--- src/rtl/pwm_drv_pkg.sv ---
// Shared state encoding, default constants and helpers for pwm_duty_ramp_driver.
package pwm_drv_pkg;

    typedef enum logic [1:0] {
        IDLE,
        RAMP_UP,
        RAMP_DN,
        HOLD
    } drv_state_t;

    localparam int DEF_CNT_W     = 8;
    localparam int DEF_PRESC_DIV = 40;
    localparam int DEF_SLEW_PER  = 4;
    localparam int DEF_STEP      = 16;
    localparam int DEF_DUTY_30   = 77;
    localparam int DEF_DUTY_50   = 128;
    localparam int DEF_DEAD_CYC  = 4;

    // Full-scale duty for a given counter width; also the 100 % target.
    function automatic int max_duty(input int cnt_w);
        return (1 << cnt_w) - 1;
    endfunction

    // True when two or more of the three level flags are raised together.
    function automatic logic multi_flag(input logic a, input logic b, input logic c);
        return (a & b) | (a & c) | (b & c);
    endfunction

    // Counter width that can hold 0..n-1 without collapsing to zero bits.
    function automatic int cnt_width(input int n);
        return (n > 1) ? $clog2(n) : 1;
    endfunction

endpackage

--- src/rtl/pwm_deadtime_gen.sv ---
// Complementary high/low drive from one PWM bit with a fixed both-low gap after every edge.
// Only instantiated when the DEADTIME_EN macro is defined.
module pwm_deadtime_gen
    import pwm_drv_pkg::*;
#(
    parameter int DEAD_CYC = DEF_DEAD_CYC
) (
    input  logic clk,
    input  logic rst_n,
    input  logic i_clr,
    input  logic i_pwm,
    output logic o_hi,
    output logic o_lo
);

    localparam int DW = (DEAD_CYC > 0) ? $clog2(DEAD_CYC + 1) : 1;

    logic          r_prev;
    logic [DW-1:0] r_cnt;
    logic          r_hi;
    logic          r_lo;

    // Any edge reloads the gap counter, so a pulse shorter than the gap never reaches its side.
    always_ff @(posedge clk or negedge rst_n) begin
        if (!rst_n) begin
            r_prev <= 1'b0;
            r_cnt  <= '0;
            r_hi   <= 1'b0;
            r_lo   <= 1'b0;
        end else if (i_clr) begin
            r_prev <= 1'b0;
            r_cnt  <= '0;
            r_hi   <= 1'b0;
            r_lo   <= 1'b0;
        end else begin
            r_prev <= i_pwm;
            if (i_pwm != r_prev) begin
                r_cnt <= DW'(DEAD_CYC);
                r_hi  <= 1'b0;
                r_lo  <= 1'b0;
            end else if (r_cnt != '0) begin
                r_cnt <= r_cnt - DW'(1);
                r_hi  <= 1'b0;
                r_lo  <= 1'b0;
            end else begin
                r_hi  <= i_pwm;
                r_lo  <= ~i_pwm;
            end
        end
    end

    assign o_hi = r_hi;
    assign o_lo = r_lo;

endmodule

--- src/rtl/pwm_duty_ramp_driver.sv ---
// Slew-limited PWM motor drive fed by the soft-start level flags; duty only moves at period ends.
// Optional complementary low-side drive with dead time when DEADTIME_EN is defined.
module pwm_duty_ramp_driver
    import pwm_drv_pkg::*;
#(
    parameter int CNT_W     = DEF_CNT_W,
    parameter int PRESC_DIV = DEF_PRESC_DIV,
    parameter int SLEW_PER  = DEF_SLEW_PER,
    parameter int STEP      = DEF_STEP,
    parameter int DUTY_30   = DEF_DUTY_30,
    parameter int DUTY_50   = DEF_DUTY_50,
    parameter int DEAD_CYC  = DEF_DEAD_CYC
) (
    input  logic             clk,
    input  logic             rst_n,
    input  logic             ena,
    input  logic             lvl_30,
    input  logic             lvl_50,
    input  logic             lvl_100,
    output logic             pwm_hi,
    output logic             pwm_lo,
    output logic [CNT_W-1:0] duty_cur,
    output logic             busy,
    output logic             fault_multi
);

    localparam int MAX     = max_duty(CNT_W);
    localparam int PRESC_W = cnt_width(PRESC_DIV);
    localparam int SLEW_W  = cnt_width(SLEW_PER);

    logic [PRESC_W-1:0] r_presc;
    logic [CNT_W-1:0]   r_pwm_cnt;
    logic [SLEW_W-1:0]  r_slew;
    logic [CNT_W-1:0]   r_duty;
    drv_state_t         r_state;
    logic               r_pwm_hi;
    logic               r_fault;

    logic               w_tick;
    logic               w_period_end;
    logic               w_step;
    logic [CNT_W-1:0]   w_target;
    logic [CNT_W:0]     w_duty_x;
    logic [CNT_W:0]     w_target_x;
    logic [CNT_W:0]     w_up_sum;
    logic [CNT_W:0]     w_up_sat;
    logic [CNT_W:0]     w_up_clamp;
    logic [CNT_W:0]     w_dn_diff;
    logic [CNT_W:0]     w_dn_clamp;
    logic [CNT_W-1:0]   w_duty_next;

    // Highest raised level wins; fault reporting is separate and never blocks the drive.
    always_comb begin
        w_target = '0;
        if (lvl_100) begin
            w_target = CNT_W'(MAX);
        end else if (lvl_50) begin
            w_target = CNT_W'(DUTY_50);
        end else if (lvl_30) begin
            w_target = CNT_W'(DUTY_30);
        end
    end

    assign w_tick       = (r_presc == PRESC_W'(PRESC_DIV - 1));
    assign w_period_end = w_tick && (r_pwm_cnt == CNT_W'(MAX - 1));
    assign w_step       = w_period_end && (r_slew == SLEW_W'(SLEW_PER - 1));

    // Prescaler, PWM counter and slew counter all restart from zero when the block is disabled.
    always_ff @(posedge clk or negedge rst_n) begin
        if (!rst_n) begin
            r_presc   <= '0;
            r_pwm_cnt <= '0;
            r_slew    <= '0;
        end else if (!ena) begin
            r_presc   <= '0;
            r_pwm_cnt <= '0;
            r_slew    <= '0;
        end else begin
            r_presc <= w_tick ? '0 : r_presc + PRESC_W'(1);
            if (w_tick) begin
                r_pwm_cnt <= (r_pwm_cnt == CNT_W'(MAX - 1)) ? '0 : r_pwm_cnt + CNT_W'(1);
            end
            if (w_period_end) begin
                r_slew <= w_step ? '0 : r_slew + SLEW_W'(1);
            end
        end
    end

    // One extra bit keeps the up-step from wrapping past MAX and the down-step from going negative.
    assign w_duty_x    = {1'b0, r_duty};
    assign w_target_x  = {1'b0, w_target};
    assign w_up_sum    = w_duty_x + (CNT_W + 1)'(STEP);
    assign w_up_sat    = (w_up_sum > (CNT_W + 1)'(MAX)) ? (CNT_W + 1)'(MAX) : w_up_sum;
    assign w_up_clamp  = (w_up_sat > w_target_x) ? w_target_x : w_up_sat;
    assign w_dn_diff   = (w_duty_x >= (CNT_W + 1)'(STEP)) ? w_duty_x - (CNT_W + 1)'(STEP) : '0;
    assign w_dn_clamp  = (w_dn_diff < w_target_x) ? w_target_x : w_dn_diff;
    assign w_duty_next = (w_target > r_duty) ? CNT_W'(w_up_clamp) :
                         (w_target < r_duty) ? CNT_W'(w_dn_clamp) : r_duty;

    // Ramp FSM: direction is re-decided at every step, so a target reversal turns the ramp around at once.
    always_ff @(posedge clk or negedge rst_n) begin
        if (!rst_n) begin
            r_state  <= IDLE;
            r_duty   <= '0;
            r_pwm_hi <= 1'b0;
            r_fault  <= 1'b0;
        end else if (!ena) begin
            r_state  <= IDLE;
            r_duty   <= '0;
            r_pwm_hi <= 1'b0;
            r_fault  <= 1'b0;
        end else begin
            r_fault  <= multi_flag(lvl_30, lvl_50, lvl_100);
            r_pwm_hi <= (r_pwm_cnt < r_duty);
            case (r_state)
                IDLE: begin
                    if (w_target != '0) begin
                        r_state <= RAMP_UP;
                    end
                end
                RAMP_UP, RAMP_DN: begin
                    if (w_step) begin
                        r_duty <= w_duty_next;
                        if (w_duty_next == w_target) begin
                            r_state <= (w_target == '0) ? IDLE : HOLD;
                        end else if (w_target > r_duty) begin
                            r_state <= RAMP_UP;
                        end else begin
                            r_state <= RAMP_DN;
                        end
                    end else if (r_duty == w_target) begin
                        r_state <= (w_target == '0) ? IDLE : HOLD;
                    end
                end
                HOLD: begin
                    if (w_target > r_duty) begin
                        r_state <= RAMP_UP;
                    end else if (w_target < r_duty) begin
                        r_state <= RAMP_DN;
                    end
                end
                default: begin
                    r_state <= IDLE;
                end
            endcase
        end
    end

    assign duty_cur    = r_duty;
    assign busy        = (r_state == RAMP_UP) || (r_state == RAMP_DN);
    assign fault_multi = r_fault;

`ifdef DEADTIME_EN
    logic w_dt_hi;
    logic w_dt_lo;

    pwm_deadtime_gen #(
        .DEAD_CYC (DEAD_CYC)
    ) u_deadtime (
        .clk   (clk),
        .rst_n (rst_n),
        .i_clr (~ena),
        .i_pwm (r_pwm_hi),
        .o_hi  (w_dt_hi),
        .o_lo  (w_dt_lo)
    );

    assign pwm_hi = w_dt_hi;
    assign pwm_lo = w_dt_lo;
`else
    // Without dead-time generation the low side is simply held off.
    assign pwm_hi = r_pwm_hi;
    assign pwm_lo = 1'b0 & (DEAD_CYC < 0);
`endif

endmodule

--- config.mk ---
export PLATFORM = sky130hd
export DESIGN_NAME = pwm_duty_ramp_driver
export DESIGN_NICKNAME = d
export VERILOG_FILES = /design/src/rtl/pwm_drv_pkg.sv /design/src/rtl/pwm_deadtime_gen.sv /design/src/rtl/pwm_duty_ramp_driver.sv
export SDC_FILE = /design/constraint.sdc
export NUM_CORES = 1
export LEC_CHECK = 0
export CAP_MARGIN = 5
export CORE_MARGIN = 2
export CORE_UTILIZATION = 45
export CTS_CLUSTER_SIZE = 20
export DETAILED_ROUTE_END_ITERATION = 12
export PLACE_DENSITY_LB_ADDON = 0.05
export SYNTH_ARGS = -nofsm -noshare
export SYNTH_HDL_FRONTEND = slang
export SYNTH_SLANG_ARGS = --single-unit
--- constraint.sdc ---
create_clock -name clk -period 4.2 [get_ports clk]
set_input_delay 1.26 -clock clk [delete_from_list [all_inputs] [get_ports clk]]
set_output_delay 1.26 -clock clk [all_outputs]
set_load 0.01 [all_outputs]
; ---- After elaboration in Yosys (flattened, before gate mapping)
; Index checks and enable logic that the tools add are counted.
[classes]
n_addsub = 5
n_lt_le_gt_ge = 7
n_eq_ne = 15
n_mux = 32
bitwise = 5
reduce_logical = 9
[ops]
columns = operator, count
row1 = 2-to-1 mux 8 bit, 12
row2 = 2-to-1 mux 2 bit, 12
row3 = 2-to-1 mux 9 bit, 2
row4 = == test 8 bit, 2
row5 = less-than comparator 8 bit, 2
row6 = 2-to-1 mux 6 bit, 2
row7 = adder 8 x 5 -> 9 bit (second input constant), 1
row8 = > comparator 9 x 8 -> 1 bit, 1
row9 = > comparator 9 x 8 -> 1 bit (second input constant), 1
row10 = less-than comparator 9 x 8 -> 1 bit, 1
row11 = subtractor 8 x 5 -> 9 bit (second input constant), 1
row12 = adder 8 x 1 -> 8 bit (second input constant), 1
row13 = == test 8 bit (second input constant), 1
row14 = greater-or-equal comparator 8 x 5 -> 1 bit (second input constant), 1
row15 = > comparator 8 bit, 1
row16 = logical NOT 8 bit, 1
row17 = inequality test 2 x 1 -> 1 bit (second input constant), 4
row18 = inequality test 4 bit (second input constant), 2
row19 = nonzero test 8 bit, 1
row20 = 2-to-1 mux 7 bit, 1
row21 = adder 6 x 1 -> 6 bit (second input constant), 1
row22 = == test 2 bit (second input constant), 3
row23 = == test 6 bit (second input constant), 1
row24 = one-hot mux 2 bit (3 select lines), 1
row25 = other kinds (12), 17
[totals]
register_bits = 28
in_bits = 6

; ---- Longest topological paths before layout
; Gate-level depths: netlist of the first run.
[logic_depth]
ltp_word = 12
ltp_mapped = 19

; ---- Least setup slack after synthesis of the first run
; OpenSTA, ideal clock, no wires.
[synth_timing]
path_kind = input to register
from = input port lvl_30
to = register r_state[0]
setup_ns = 0.094
t_arrival_ns = 4.299
required_ns = 4.106
setup_slack_ns = -0.193
cell_stages = 15
cell_sequence = nor2b_1 or2_2 inv_1 ha_1 nand4_1 o221a_1 a211oi_1 buf_2 nor3_1 o21ai_0 o221ai_1 nor4_2 o221ai_2 mux2i_1 a221oi_2
[synth_via]
elab_chain_cells = 12
elab_cells_between_ends = 27
[synth_lines]
columns = item, line_no
row1 = from (decl), pwm_duty_ramp_driver.sv:17  ; input logic lvl_30,
row2 = 2-to-1 mux 7 bit (*), pwm_duty_ramp_driver.sv:59  ; end else if (lvl_30) begin
row3 = 2-to-1 mux 8 bit (*), pwm_duty_ramp_driver.sv:57  ; end else if (lvl_50) begin
row4 = 2-to-1 mux 8 bit (*), pwm_duty_ramp_driver.sv:55  ; if (lvl_100) begin
row5 = less-than comparator 9 x 8 -> 1 bit, pwm_duty_ramp_driver.sv:96  ; assign w_dn_clamp = (w_dn_diff < w_target_x) ? w_target_x : w_dn_diff;
row6 = 2-to-1 mux 8 bit, pwm_duty_ramp_driver.sv:96
row7 = 2-to-1 mux 8 bit, pwm_duty_ramp_driver.sv:98  ; (w_target < r_duty) ? CNT_W'(w_dn_clamp) : r_duty;
row8 = 2-to-1 mux 8 bit, pwm_duty_ramp_driver.sv:97  ; assign w_duty_next = (w_target > r_duty) ? CNT_W'(w_up_clamp) :
row9 = == test 8 bit, pwm_duty_ramp_driver.sv:124  ; if (w_duty_next == w_target) begin
row10 = 2-to-1 mux 2 bit, pwm_duty_ramp_driver.sv:124
row11 = 2-to-1 mux 2 bit, pwm_duty_ramp_driver.sv:122  ; if (w_step) begin
row12 = one-hot mux 2 bit (3 select lines), pwm_duty_ramp_driver.sv:115  ; case (r_state)
row13 = 2-to-1 mux 2 bit, pwm_duty_ramp_driver.sv:107  ; end else if (!ena) begin
row14 = to (signal assigned), pwm_duty_ramp_driver.sv:125  ; r_state <= (w_target == '0) ? IDLE : HOLD;
row15 = to (signal assigned), pwm_duty_ramp_driver.sv:132  ; r_state <= (w_target == '0) ? IDLE : HOLD;
row16 = to (decl), pwm_duty_ramp_driver.sv:35  ; drv_state_t r_state;
; Every way passes the cells marked *; elsewhere a longest branch is shown, timed or not. The select of a mux whose other input is x is not followed.
; A chain may end at the register's enable or synchronous reset.

; ---- Worst setup path after layout of the first run
[layout_timing]
from = input port lvl_50
to = register r_state[0]
[layout_via]
elab_chain_cells = 11
elab_cells_between_ends = 26
[layout_lines]
columns = item, line_no
row1 = from (decl), pwm_duty_ramp_driver.sv:18  ; input logic lvl_50,
row2 = 2-to-1 mux 8 bit (*), pwm_duty_ramp_driver.sv:57
row3 = 2-to-1 mux 8 bit (*), pwm_duty_ramp_driver.sv:55
row4 = less-than comparator 9 x 8 -> 1 bit, pwm_duty_ramp_driver.sv:96
row5 = 2-to-1 mux 8 bit, pwm_duty_ramp_driver.sv:96
row6 = 2-to-1 mux 8 bit, pwm_duty_ramp_driver.sv:98
row7 = 2-to-1 mux 8 bit, pwm_duty_ramp_driver.sv:97
row8 = == test 8 bit, pwm_duty_ramp_driver.sv:124
row9 = 2-to-1 mux 2 bit, pwm_duty_ramp_driver.sv:124
row10 = 2-to-1 mux 2 bit, pwm_duty_ramp_driver.sv:122
row11 = one-hot mux 2 bit (3 select lines), pwm_duty_ramp_driver.sv:115
row12 = 2-to-1 mux 2 bit, pwm_duty_ramp_driver.sv:107
; Marked as above.

==> flow_summary.toml, run 1 <==
[routing]
drt_drc_violations_left = 0
num_vias = 3024
vias_per_cell = 5.84
dr.pass1.iters = 4
wl_per_cell_um = 18.0
routed_wl_um = 9340
first_iter_violations = 194
drtAntennaViolNets = 0

[critical_path]
worst-path-buf-inv = 3
path_cells = "buf_6 > nor2b_4 > or2_4 > clkinvlp_4 > buf_6 > ha_1 > a21oi_1 > o21a_1 > a2bb2oi_1 > nand2_1 > nor2_1 > o221a_2 > nor4b_1 > o221ai_2 > mux2i_1 > a221oi_2"
path_common_cell = "buf_6"
startpoint_type = "input port"
path_max_fanout = 6
crit_family = "compound AO/OA/AOI/OAI gates"
critPathMaxStageDelay_ps = 330
critPathArrivalTime_ps = 4370
r2r_start = "duty_cur[4]"
startpoint = "lvl_50"
cp.required_ps = 4400
critPathSlowestCell = "nor4b_1"
cp-end-kind = "register"
timing_worst_setup_path_type = "in2reg"

[cts]
cts_buffers = 3
path_clk_slew_ps = 100
root_buffer = "clkbuf_8"
clk_path_buf_depth = 2
postCtsHoldBufs = 0
h-tree-depth = 1
cts.sinks = 28
clkLatencyLatePin_ps = 280
cts_tree = "done"

[status]
status = "completed"

[floorplan]
coreArea_mm2 = 0.00624
die_h_um = 83.8
rows = 29
die_area_mm2 = 0.00703
die_w_um = 83.8
initial_utilization_pct = 46.0
pin_count = 18

[sta]
fmax_mhz = 240
hold_violations = 0
layout_min_cycle_time_ps = 4170
slew-limit-headroom_pct = 53.1
finalSetupViolCount = 0
rsz0062_at_grt = "true"
final.setup.worst_slack_ps = 34.3
skew_ps = 2.23
post-route-period-util_pct = 99.2
tightestPinTransition_ps = 696
maxSlewViolCount = 0

[yosys]
avgSynthCellArea_um2 = 8.06
synth_edf_count = 0
yosysWarningCount = 0
yosysUniqueCellTypes = 64
synth_flop_cell = "dfrtp_1"
synth_area_leaders = "dfrtp_1 24%, ha_1 18%, nor2_1 5.4%, a21oi_1 5.2%, o21ai_0 4.4%"
synth_nets = 403
yosys_register_bits = 28
yosys.area.top_type = "dfrtp_1"
synthArstFlopShare_pct = 100
synth_top_area_share_pct = 24.4
synthCells = 356
netlist_area_mm2 = 0.00287
yosysSeqAreaShare_pct = 24.4

[grt]
grt_max_degree = 18
grt_usage_pct = 27.0
overflow = 0
grt_pass1_vias = 2909
grt_pass1_wl_um = 15100
antenna_found_initial = 0

[pwr]
vdd_drop_max_uv = 167
p_leak_nw = 1.75
p_per_area_mw_per_mm2 = 194

[final_layout]
antenna_cells = 0
multi_input_area_mm2 = 0.00225
final.fill_count = 547
seq_area_um2 = 702
layout-drive-gt1-share_pct = 28.8
nets = 489
area_growth_pct = 37.0
final_area_mm2 = 0.00393

[placed_design]
dp_hpwl_um = 7400
place_ws_ps = -684
gp_congestion = 0.985
dpl_cell_area_mm2 = 0.00358
portBuffers = 16

[hold_path]
hold_start = "r_presc[0]"
hp-class = "reg2reg"

[job]
maxCapViolations = 0
-- cell families (layout without fill, tap and decap cells) --
family                     count (synthesis)  count (layout)  synth area share [%]
AOI/OAI and AO/OA                        105             105                  24.7
xor gates and xnor gates                   7               7                  2.14
adders and majority gates                 41              41                  17.9
buffers and inverters                     28             113                  4.23
DFF                                       28              28                  24.4
muxes                                      3               3                  1.05
other                                      1               1                 0.131
and+or+nand+nor                          143             143                  25.4
-- final cells by class --
type / instances / share of cell area [%]
Inverter: 19 / 1.97
Multi-Input combinational cell: 300 / 57.1
Sequential cell: 28 / 17.9
Clock inverter: 1 / 0.764
Clock buffer: 3 / 1.05
Tap cell: 77 / 2.45
Timing Repair Buffer: 90 / 18.8
-- synth_stat cells (3+ instances only) --
library cell	n
a211oi_1	4
a21o_1	6
a21oi_1	30
a221oi_1	3
a22oi_1	4
a31oi_1	3
and2_1	3
and3_1	5
buf_2	4
clkbuf_1	3
dfrtp_1	28
ha_1	41
inv_1	18
mux2i_1	3
nand2_1	28
nand2b_1	6
nand3_1	15
nand4_1	7
nor2_1	41
nor2b_1	7
nor3_1	10
o21a_1	4
o21ai_0	25
o31ai_1	3
or2_2	6
xnor2_1	5
-- path summary, 6_finish.rpt --
check,endpoint,slack [ps],depth (start not counted)
setup / recovery,r_state[0],30,16
hold / removal,r_presc[0],480,1
setup reg to reg,r_state[0],140,17
hold reg to reg,r_presc[0],480,1
max in group asynchronous,duty_cur[3],2250,2
min in group asynchronous,r_pwm_cnt[0],1310,1
-- stage by stage --
| step | total power [W] | TNS (ps) | hold WS, ps | utilization (%) | std cells |
|---|---|---|---|---|---|
| 2_1_floorplan | 0.000427 | 0 | 433 | - | 356 |
| 3_3_place_gp | 0.000530 | -1740 | 458 | 57.4 | 506 |
| 5_1_grt | 0.000804 | -132 | 491 | 63.0 | 518 |
| 3_5_place_dp | 0.000534 | -1950 | 464 | 57.4 | 506 |
| 4_1_cts | 0.000759 | 0 | 478 | 60.1 | 513 |
| 6_report | 0.000761 | 0 | 478 | 63.0 | 518 |
-- state kept, by name, indices dropped and copies added, names as in the netlist --
signal	count
duty_cur	8
r_pwm_cnt	8
r_presc	6
r_slew	2
r_state	2
fault_multi	1
pwm_hi	1
-- power breakdown --
| part | total, W | internal [W] | switching [W] |
|---|---|---|---|
| logic | 0.000247 | 0.000119 | 0.000128 |
| registers | 0.000295 | 0.000285 | 0.0000108 |
| clock network | 0.000218 | 0.000128 | 0.0000904 |
-- cell usage in the layout (no fill, tap or decap), types with 13 or more instances in the layout --
cell type and count:
a21oi_1 27, buf_4 70, clkdlybuf4s50_1 13, dfrtp_1 27, ha_1 36, inv_1 16, nand2_1 28, nand3_1 15
nor2_1 39, o21ai_0 20
-- worst register-to-register path, stage by stage, from the launching register on --
cell and delay, ps:
dfrtp_2 440, inv_4 80, ha_4 200, and3_4 180, a22oi_2 270, nor3_4 110, or2_4 260, ha_4 270
nand4_1 110, o221a_1 290, a211oi_4 290, nor2_2 100, a21o_1 160, a221o_1 370, and3_4 190, o221ai_2 280
mux2i_1 280, a221oi_2 70
-- metal layers --
layer | routed length, um | global-route usage, %
met1 | 4340 | 36.3
met2 | 4440 | 45.6
met3 | 420 | 3.66
met4 | 144 | 7.33
met5 | 0 | 0
-- what timing repair did --
| action | 4_1_cts | 5_1_grt |
|---|---|---|
| resized for setup | 27 | 34 |
| pin swaps | 12 | 10 |
| endpoints found under the setup margin | 3 | 2 |
| buffers inserted | 3 | 5 |
Note: power is estimated with default switching activity, not from simulation.
==> run 2, diff against run 1 <==
--- a/config.mk
+++ b/config.mk
@@ -11,6 +11,8 @@
 export CTS_CLUSTER_SIZE = 20
 export DETAILED_ROUTE_END_ITERATION = 12
 export PLACE_DENSITY_LB_ADDON = 0.05
+export SETUP_SLACK_MARGIN = 0.3
+export SKIP_LAST_GASP = 1
 export SYNTH_ARGS = -nofsm -noshare
 export SYNTH_HDL_FRONTEND = slang
 export SYNTH_SLANG_ARGS = --single-unit
==> flow_summary.toml, run 2 (same netlist as run 1, synthesis figures left out) <==
[pwr]
p_int_w = 0.000548
p_seq_share_pct = 37.8
p_leak_nw = 1.80
vdd_drop_max_uv = 205
power_frac_comb_pct = 34.4
p_per_area_mw_per_mm2 = 190
power_frac_clock_pct = 27.8
power_w = 0.000784
swShare_pct = 30.1
p_sw_w = 0.000236

[grt]
grt_usage_pct = 25.4
overflow = 0
grt_pass1_vias = 2988
grt_pass1_wl_um = 14400
antenna_found_initial = 0
grt_max_degree = 25

[final_layout]
fin_cells = 524
final_common_cell = "buf_4"
layout_common_cells = "75 x buf_4, 37 x nor2_1, 33 x ha_1, 27 x a21oi_1, 26 x dfrtp_1"
layout-drive-gt1-share_pct = 34.5
antenna_cells = 0
area_growth_pct = 43.5
nets = 495

[sta]
slew-limit-headroom_pct = 23.8
tightestPinTransition_ps = 1140
hold_ws_ps = 465
finalSetupViolCount = 0
layout_min_cycle_time_ps = 4130
post-route-period-util_pct = 98.2
hold_violations = 0
rsz0062_at_grt = "true"
fmax_mhz = 242
maxSlewViolCount = 0
skew_ps = 10.6

[critical_path]
rrSetupSlack_ps = 90
cp.required_ps = 4400
path_max_fanout = 7
startpoint_type = "input port"
critPathArrivalTime_ps = 4320
cp-end-kind = "register"
timing_worst_setup_path_type = "in2reg"

[placed_design]
portBuffers = 16
gp_congestion = 0.962
dp_hpwl_um = 6960
dpl.cell_count = 508

[routing]
top_layer = "met4"
vias_per_cell = 5.98
dr.pass1.iters = 5
num_vias = 3133
wl_met1_um = 3850
first_iter_violations = 266
drt_drc_violations_left = 0
met2_wirelength_um = 4510
dr_wl_met3_um = 379
routed_wl_um = 9080
wl_per_cell_um = 17.3
drtAntennaViolNets = 0

[cts]
cts_tree = "done"
h-tree-depth = 1
path_clk_slew_ps = 110
clk_path_buf_depth = 2
clkLatencyLatePin_ps = 280
root_buffer = "clkbuf_8"
cts_buffers = 3
cts.sinks = 28

[floorplan]
coreArea_mm2 = 0.00624
die_area_mm2 = 0.00703
die_w_um = 83.8
initial_utilization_pct = 46.0
die_h_um = 83.8
rows = 29
pin_count = 18

[hold_path]
hp-class = "reg2reg"

[status]
status = "completed"

[job]
maxCapViolations = 0
## run 2: area by class of cell
| type | count | area [um2] |
|---|---|---|
| timing repair buffer | 96 | 786 |
| fill | 544 | 2120 |
| sequential | 28 | 703 |
| tap | 77 | 96.3 |
| multi-input combinational | 300 | 2380 |
| inverter | 19 | 77.6 |
| clock buffer | 3 | 41.3 |
| clock inverter | 1 | 30.0 |
## run 2: through the flow
stage	setup TNS (ps)	cell area [um2]	util, %	setup WS, ps
6_report	0	4120	66.0	74.2
5_1_grt	-89.6	4120	66.0	-83.3
4_1_cts	0	3880	62.1	138
3_5_place_dp	-1830	3650	58.4	-616
3_3_place_gp	-1580	3650	58.4	-550
2_1_floorplan	0	2930	-	61.0
## run 2: power groups by stage
stage | clock (W) | sequential [W] | combinational, W
global route | 0.000234 | 0.000298 | 0.000301
CTS | 0.000221 | 0.000296 | 0.000254
detailed placement | 0 | 0.000301 | 0.000246
global placement | 0 | 0.000301 | 0.000244
floorplan | 0 | 0.000299 | 0.000131
finish | 0.000218 | 0.000296 | 0.000269
## run 2: critical path, cell delays in order
cell and delay (ps):
buf_6 90, nor2b_4 110, or2_4 240, clkinvlp_4 190, ha_4 240, a21o_1 220, a211oi_2 300, a211oi_2 70
buf_4 180, and2_1 160, o21ai_2 180, o221ai_4 150, nor4_4 360, o221ai_4 170, mux2i_1 160, a221oi_2 230
## run 2: timing repair
action | 4_1_cts | 5_1_grt
setup buffers | 5 | 7
hold buffers | 0 | 0
pin swaps | 18 | 22
gates cloned | 0 | 0
endpoints found under the setup margin | 7 | 3
resized for setup | 42 | 34
## run 2: worst paths after layout
check	from	endpoint	depth (start not counted)
max	lvl_30	r_state[0]	16
min in group asynchronous	rst_n	r_presc[1]	1
max in group asynchronous	rst_n	duty_cur[5]	1
max reg2reg	duty_cur[5]	r_state[0]	18
min reg2reg	r_presc[0]	r_presc[0]	1
min	r_presc[0]	r_presc[0]	1
## run 2: per-layer routing
metal | track usage, % | vias up
met5 | 0 | -
met4 | 10.4 | 0
met3 | 2.97 | 31
met2 | 43.3 | 108
met1 | 32.6 | 1498
li1 | - | 1496
